===== config.mk =====
export PLATFORM = sky130hd
export DESIGN_NAME = graph_resp_misr
export DESIGN_NICKNAME = d
export VERILOG_FILES = /design/src/rtl/graph_resp_pkg.sv /design/src/rtl/graph_resp_misr_misr16.sv /design/src/rtl/graph_resp_misr.sv
export SDC_FILE = /design/constraint.sdc
export NUM_CORES = 1
export LEC_CHECK = 0
export ABC_AREA = 1
export CORE_MARGIN = 10
export CORE_UTILIZATION = 44
export DETAILED_ROUTE_END_ITERATION = 10
export PLACE_DENSITY = 0.74
export RECOVER_POWER = 50
export SLEW_MARGIN = 10
export SYNTH_ARGS = -nofsm -noshare
export SYNTH_HDL_FRONTEND = slang
export SYNTH_SLANG_ARGS = --single-unit

===== constraint.sdc =====
create_clock -name blif_clk_net -period 1.7 [get_ports blif_clk_net]
set_input_delay 0.34 -clock blif_clk_net [delete_from_list [all_inputs] [get_ports blif_clk_net]]
set_output_delay 0.34 -clock blif_clk_net [all_outputs]
set_load 0.005 [all_outputs]

===== src/rtl/graph_resp_pkg.sv =====
// Shared types and helpers for the graph response compactor family.
// Holds the controller state encoding, default MISR constants and a reference step function.
package graph_resp_pkg;

    typedef enum logic [1:0] {
        IDLE    = 2'd0,
        CAPTURE = 2'd1,
        COMPARE = 2'd2,
        DONE    = 2'd3
    } state_e;

    localparam logic [15:0] POLY_DEFAULT = 16'h1021;
    localparam logic [15:0] SEED_DEFAULT = 16'h0000;

    // One 16-bit MISR step: shift left, apply feedback on the outgoing MSB, fold in the response.
    function automatic logic [15:0] misr_step(input logic [15:0] sig,
                                              input logic [15:0] resp_ext,
                                              input logic [15:0] poly);
        return {sig[14:0], 1'b0} ^ (sig[15] ? poly : 16'h0000) ^ resp_ext;
    endfunction

endpackage


===== src/rtl/graph_resp_misr_misr16.sv =====
// Purely combinational MISR next-state logic, kept separate so a multi-stage compactor can reuse it.
module misr16
    import graph_resp_pkg::*;
#(
    parameter int              SIG_W  = 16,
    parameter int              RESP_W = 9,
    parameter logic [SIG_W-1:0] POLY  = SIG_W'(POLY_DEFAULT)
) (
    input  logic [SIG_W-1:0]  sig,
    input  logic [RESP_W-1:0] resp,
    output logic [SIG_W-1:0]  sig_next
);

    logic [SIG_W-1:0] resp_ext;

    assign resp_ext = SIG_W'(resp);

    // The native 16-bit width goes through the shared package step; other widths use the same rule inline.
    generate
        if (SIG_W == 16) begin : g_w16
            assign sig_next = misr_step(sig, resp_ext, POLY);
        end else begin : g_generic
            assign sig_next = {sig[SIG_W-2:0], 1'b0} ^ (sig[SIG_W-1] ? POLY : '0) ^ resp_ext;
        end
    endgenerate

endmodule


===== src/rtl/graph_resp_misr.sv =====
// Response compactor: registers the pattern-stage outputs, folds a programmable window into a MISR
// and compares the result against a golden signature, yielding a sticky pass flag.
module graph_resp_misr
    import graph_resp_pkg::*;
#(
    parameter int               RESP_W = 9,
    parameter int               SIG_W  = 16,
    parameter logic [SIG_W-1:0] POLY   = SIG_W'(POLY_DEFAULT),
    parameter logic [SIG_W-1:0] SEED   = SIG_W'(SEED_DEFAULT),
    parameter int               CNT_W  = 8
) (
    input  logic              blif_clk_net,
    input  logic              blif_reset_net,
    input  logic [RESP_W-1:0] resp_in,
    input  logic              start,
    input  logic              clear,
    input  logic [CNT_W-1:0]  win_len,
    input  logic [SIG_W-1:0]  golden_sig,
    output logic              busy,
    output logic              done,
    output logic              pass,
    output logic [SIG_W-1:0]  sig_out,
    output logic [CNT_W-1:0]  sample_cnt
);

    state_e            state_q, state_d;
    logic [RESP_W-1:0] resp_q;
    logic [SIG_W-1:0]  sig_q, sig_d, sig_fold;
    logic [CNT_W-1:0]  cnt_q, cnt_d, cnt_inc;
    logic [CNT_W-1:0]  len_q, len_d;
    logic              pass_q, pass_d;
    logic              fold_en;
    logic              last_fold;

    misr16 #(
        .SIG_W  (SIG_W),
        .RESP_W (RESP_W),
        .POLY   (POLY)
    ) u_misr (
        .sig      (sig_q),
        .resp     (resp_q),
        .sig_next (sig_fold)
    );

    assign cnt_inc   = cnt_q + CNT_W'(1);
    assign fold_en   = (state_q == CAPTURE) && (cnt_q != len_q);
    assign last_fold = (cnt_inc == len_q) || (cnt_q == len_q);

    always_ff @(posedge blif_clk_net or negedge blif_reset_net) begin
        if (!blif_reset_net) begin
            state_q <= IDLE;
        end else begin
            state_q <= state_d;
        end
    end

    always_comb begin
        state_d = state_q;
        if (clear) begin
            state_d = IDLE;
        end else begin
            unique case (state_q)
                IDLE:    if (start) state_d = CAPTURE;
                CAPTURE: if (last_fold) state_d = COMPARE;
                COMPARE: state_d = DONE;
                DONE:    state_d = IDLE;
                default: state_d = IDLE;
            endcase
        end
    end

    always_comb begin
        busy = (state_q == CAPTURE) || (state_q == COMPARE);
        done = (state_q == DONE);
    end

    // Clear freezes the signature, count and verdict so an aborted window can still be inspected.
    always_comb begin
        sig_d  = sig_q;
        cnt_d  = cnt_q;
        len_d  = len_q;
        pass_d = pass_q;
        if (!clear) begin
            unique case (state_q)
                IDLE: begin
                    if (start) begin
                        sig_d = SEED;
                        cnt_d = '0;
                        len_d = (win_len == '0) ? CNT_W'(1) : win_len;
                    end
                end
                CAPTURE: begin
                    if (fold_en) begin
                        sig_d = sig_fold;
                        cnt_d = cnt_inc;
                    end
                end
                COMPARE: pass_d = (sig_q == golden_sig);
                default: ;
            endcase
        end
    end

    always_ff @(posedge blif_clk_net or negedge blif_reset_net) begin
        if (!blif_reset_net) begin
            resp_q <= '0;
            sig_q  <= '0;
            cnt_q  <= '0;
            len_q  <= '0;
            pass_q <= 1'b0;
        end else begin
            resp_q <= resp_in;
            sig_q  <= sig_d;
            cnt_q  <= cnt_d;
            len_q  <= len_d;
            pass_q <= pass_d;
        end
    end

    assign pass       = pass_q;
    assign sig_out    = sig_q;
    assign sample_cnt = cnt_q;

endmodule

### After elaboration in Yosys (flattened, before gate mapping)

Cells that the tools add are included.

| word-level totals | value |
|---|---|
| bits in registers | 44 |
| output and inout bits | 27 |
| logic and storage cells | 43 |
| input port bits | 37 |

| operators by class | value |
|---|---|
| bitwise gates (word level) | 3 |
| reduce and logical (&&, ||, !) cells | 10 |
| equal/unequal tests | 11 |
| $add $sub $neg | 1 |
| mux-type cells | 12 |

Operators with widths:

| cell | number |
|---|---|
| 16-bit two-way mux | 2 |
| 16-bit one-hot mux with 2 select lines | 1 |
| 8-bit two-way mux | 3 |
| 16-bit equality test | 1 |
| 8-bit equality test | 2 |
| 8-bit one-hot mux with 2 select lines | 1 |
| 16-bit bitwise XOR | 1 |
| 16-bit by 9-bit bitwise XOR with 16-bit output | 1 |
| 13-bit two-way mux | 1 |
| 8-bit by 1-bit adder with 8-bit output, second input constant | 1 |
| 8-bit logical NOT | 1 |
| 8-bit != test | 1 |
| 2-bit one-hot mux with 4 select lines | 1 |
| 2-bit two-way mux | 3 |
| 3-bit != test, second input constant | 2 |
| 2-bit equality test, second input constant | 2 |
| 2-bit != test, second input constant | 2 |
| 2-bit AND reduction | 2 |
| 4-bit AND reduction | 1 |
| 3-bit AND reduction | 1 |
| 2-bit by 1-bit equality test with 1-bit output, second input constant | 1 |
| 2-bit logical NOT | 1 |
| 1-bit logical OR | 2 |
| 2-bit nonzero test | 1 |
| other kinds (2) | 2 |

### Logic depth before layout (Yosys ltp)

| logic depth | value |
|---|---|
| depth after elaboration | 6 |
| mapped depth | 12 |
| depth with buffers taken out | 12 |

### Cells and area by module

Synthesis repeated with hierarchy kept, for this count alone.

| unflattened totals | value |
|---|---|
| cell total of the unflattened synthesis | 328 |
| area total of the unflattened synthesis | 2504.9 µm² |

By module, submodules not included:

| module | area each (µm²) | cells each | times used | sequential area each (µm²) |
|---|---|---|---|---|
| graph_resp_misr | 2343.5 | 304 | 1 | 1101.1 |
| misr16 | 161.4 | 24 | 1 | 0.0 |

### Least setup slack after synthesis

OpenSTA, ideal clock, no wires.

| timing | value |
|---|---|
| path kind | register -> register |
| start | reg state_q[0] |
| end | reg cnt_q[0] (netlist: sample_cnt[0]) |
| path slack | 0.043 ns |
| stages on the path, launching flop included | 11 |
| setup time | 0.127 ns |
| period minus slack after synthesis | 1.657 ns |
| required time | 1.573 ns |
| arrival time | 1.530 ns |
| path through | dfrtp_1 -> inv_1 -> ha_1 -> inv_1 -> nor3_2 -> inv_1 -> nor2_1 -> inv_1 -> nand2_4 -> buf_6 -> mux2i_1 |

| between the ends | value |
|---|---|
| cells in the longest elaborated chain, start to end | 4 |
| elaborated cells between the ends (all ways) | 8 |

RTL lines:

| what | line | source |
|---|---|---|
| from (decl) | graph_resp_misr.sv:26 | `state_e state_q, state_d;` |
| from (signal assigned) | graph_resp_misr.sv:53 | `state_q <= state_d;` |
| 2-bit by 1-bit equality test with 1-bit output | graph_resp_misr.sv:46, graph_resp_misr.sv:84 |  |
| 1-bit logical AND | graph_resp_misr.sv:46 | `assign fold_en = (state_q == CAPTURE) && (cnt_q != len_q);` |
| 2-bit != test (no source line) | -- |  |
| 4-bit AND reduction (no source line) | -- |  |
| to (signal assigned) | graph_resp_misr.sv:114 | `cnt_q <= cnt_d;` |
| to (decl) | graph_resp_misr.sv:29 | `logic [CNT_W-1:0] cnt_q, cnt_d, cnt_inc;` |

Parallel ways exist; a longest one is shown, timed or not.
A chain may end at the register's enable or synchronous reset.

### Final worst setup path

| timing | value |
|---|---|
| start | reg cnt_q[4] (netlist: sample_cnt[4]) |
| end | out sample_cnt[4] |

RTL lines:

| what | line | source |
|---|---|---|
| to (decl) | graph_resp_misr.sv:23 | `output logic [CNT_W-1:0] sample_cnt` |

No word-level cell between the ends.

==> qor.yml <==
die:
  die_w_um: 94.3
  rows: 26
  die_h_um: 94.3
  dieArea_um2: 8890
  io_pins: 64
  core_um2: 5240
  initial_core_util_pct: 46.4
routing:
  drc_errors: 0
  post_drt_via_cell_ratio: 4.81
  routed_wl_um: 6480
  wl_per_cell_um: 14.0
  drtAntennaViolNets: 0
  num_vias: 2220
  drtIter0Drc: 105
  dr.pass1.iters: 4
global_route:
  antenna_found_initial: 0
  grt_overflow: 0
  grt_pass1_wl_um: 10400
  grt_max_degree: 29
  grt_usage_pct: 14.5
  grt_pass1_vias: 2206
run:
  drv_cap: 0
synth:
  synth_most_common_cell: "nand2_1"
  synth_edf_count: 0
  ys_types: 29
  synth_flop_cell: "dfrtp_1"
  synth_area_per_cell_um2: 7.94
  synth.largest_area_cell: "dfrtp_1"
  synthCells: 306
  synth_top_area_share_pct: 45.3
  yosysSeqAreaShare_pct: 45.3
  synth_async_sr_flop_share_pct: 100
  synth.yosys.warnings: 0
  synth_area_leaders: "dfrtp_1 (45%), nand2_1 (14%), xnor2_1 (6.9%)"
  syn_area_um2: 2430
  synthTopCellsByCount: "nand2_1 (91), dfrtp_1 (44), inv_1 (40)"
  synth-seq-cells: 44
  synth_nets: 348
timing:
  max_clock_freq_ghz: 0.601
  setup_viol: 0
  fin_hold_ws_ps: 508
  period_needed_ps: 1660
  fin_ws_ps: 35.1
  maxSlewViolCount: 0
  tightest_slew_ps: 1010
  slew_headroom_pct: 32.6
  clock_skew_ps: 4.12
  hold_violations: 0
  rsz0062_at_grt: "true"
  period_share_pct: 97.9
status:
  status: "completed"
clock_tree:
  cts_root_buf: "clkbuf_8"
  clkTransAtPathRegs_ps: 80
  cts_tree: "done"
  worst_skew_pair.late_latency_ps: 300
  clockBufferDepth: 2
  htree_levels: 2
  clock_sinks: 44
  cts_buffers: 5
layout:
  syn_to_final_growth_pct: 41.9
  fin_nets: 433
  num_antenna_cells: 0
  drive_gt1_share_pct: 14.3
worst_setup_path:
  r2r-end: "state_q[1]"
  critPathTopFamily: "buffers and inverters"
  reg2reg_from: "sample_cnt[0]"
  path_buf_inv: 1
  crit_path_end_kind: "output pin"
  required_ps: 1360
  crit_chain: "clkdlybuf4s50_1"
  crit_slowest_cell: "clkdlybuf4s50_1"
  critical_path.endpoint: "sample_cnt[4]"
  crit_type: "reg -> out"
  rrSetupSlack_ps: 40
  cp_max_fo: 6
  path_depth: 1
  max_stage_delay_ps: 560
  cp-start-kind: "flip-flop"
  arrival_ps: 1320
  r2r_cells: 12
  startpoint: "sample_cnt[4]"
worst_hold_path:
  holdCritStartpoint: "len_q[7]"
  hold_path_class: "reg -> reg"
placed_design:
  place_hpwl_um: 5070
  preCtsSetupSlack_ps: -109
  gp_congestion: 0.897
  portBuffers: 63
pwr:
  vdd_ir_drop_max_uv: 659
  leakage_uw: 0.00166
  total_power_uw: 4100
  p_per_area_nw_per_um2: 1190
-- registers in the layout (all words and copies together), names as in the netlist --
name and cells:
sig_out 16, resp_q 9, len_q 8, sample_cnt 8, state_q 2, pass 1
-- worst min path at each step --
stage | end | slack [ps] | depth (start not counted)
floorplan | len_q[0] | 40 | 0
global placement | resp_q[4] | 300 | 1
detailed placement | sig_out[3] | 310 | 1
CTS | resp_q[5] | 470 | 1
global route | len_q[7] | 530 | 2
finish | len_q[7] | 510 | 2
-- placed cells by master, fill, tap and decap left out, drive strengths merged, types with 2 or more instances in the layout --
master and count:
nand2 96, clkdlybuf4s50 47, dfrtp 44, inv 41
nor2 22, buf 21, nand3 20, xnor2 19
o21ai 16, o22ai 10, dlygate4sd3 10, xor2 8
clkbuf 7, a21oi 5, ha 5, nand4 4
nor3 4, dlymetal6s2s 3, nor4 2, clkinvlp 2
-- where the power goes --
group	switching (µW)	leakage (µW)	internal, µW
clock network	368	0.0000434	329
logic	1030	0.00105	903
registers	196	0.000564	1270
total	1590	0.00166	2510
-- routing by layer --
metal | track usage, % | part of all wire (%)
met5 | 0 | 0
met1 | 16.8 | 42
met2 | 24.5 | 51
met4 | 4.43 | 1.1
met3 | 4.64 | 5.7
-- final cells by class --
| cell class | instances | area, µm² |
|---|---|---|
| clock buffer | 6 | 82.6 |
| clock inverter | 2 | 15.0 |
| fill | 454 | 1790 |
| inverter | 41 | 154 |
| multi-input combinational | 215 | 1200 |
| sequential | 44 | 1110 |
| tap | 70 | 87.6 |
| timing repair buffer | 84 | 796 |
-- kinds of logic after synthesis --
kind of cell / synth area share (%)
XOR/XNOR: 9.74
AO/OA/AOI/OAI: 7.52
flip-flops: 45.3
multiplexers: 0.412
buffers and inverters: 8.14
AND/OR/NAND/NOR: 26.3
adder cells (fa/ha/maj): 2.58
-- stage by stage --
step	TNS [ps]	instance area (µm²)	util [%]	std cells
floorplan	0	2430	-	306
global placement	-1260	3240	61.8	449
detailed placement	-2120	3240	61.8	449
CTS	0	3360	64.2	459
global route	-698	3450	65.8	462
finish	0	3450	65.8	462
-- repair_timing --
item,CTS,global route
setup buffers,1,2
gates resized for setup,5,23
endpoints found under the hold margin,17,0
hold buffers,1,0
pin swaps,0,4
setup endpoints to repair,10,31
gates cloned,0,1
Power figures use the tool's default switching activity.
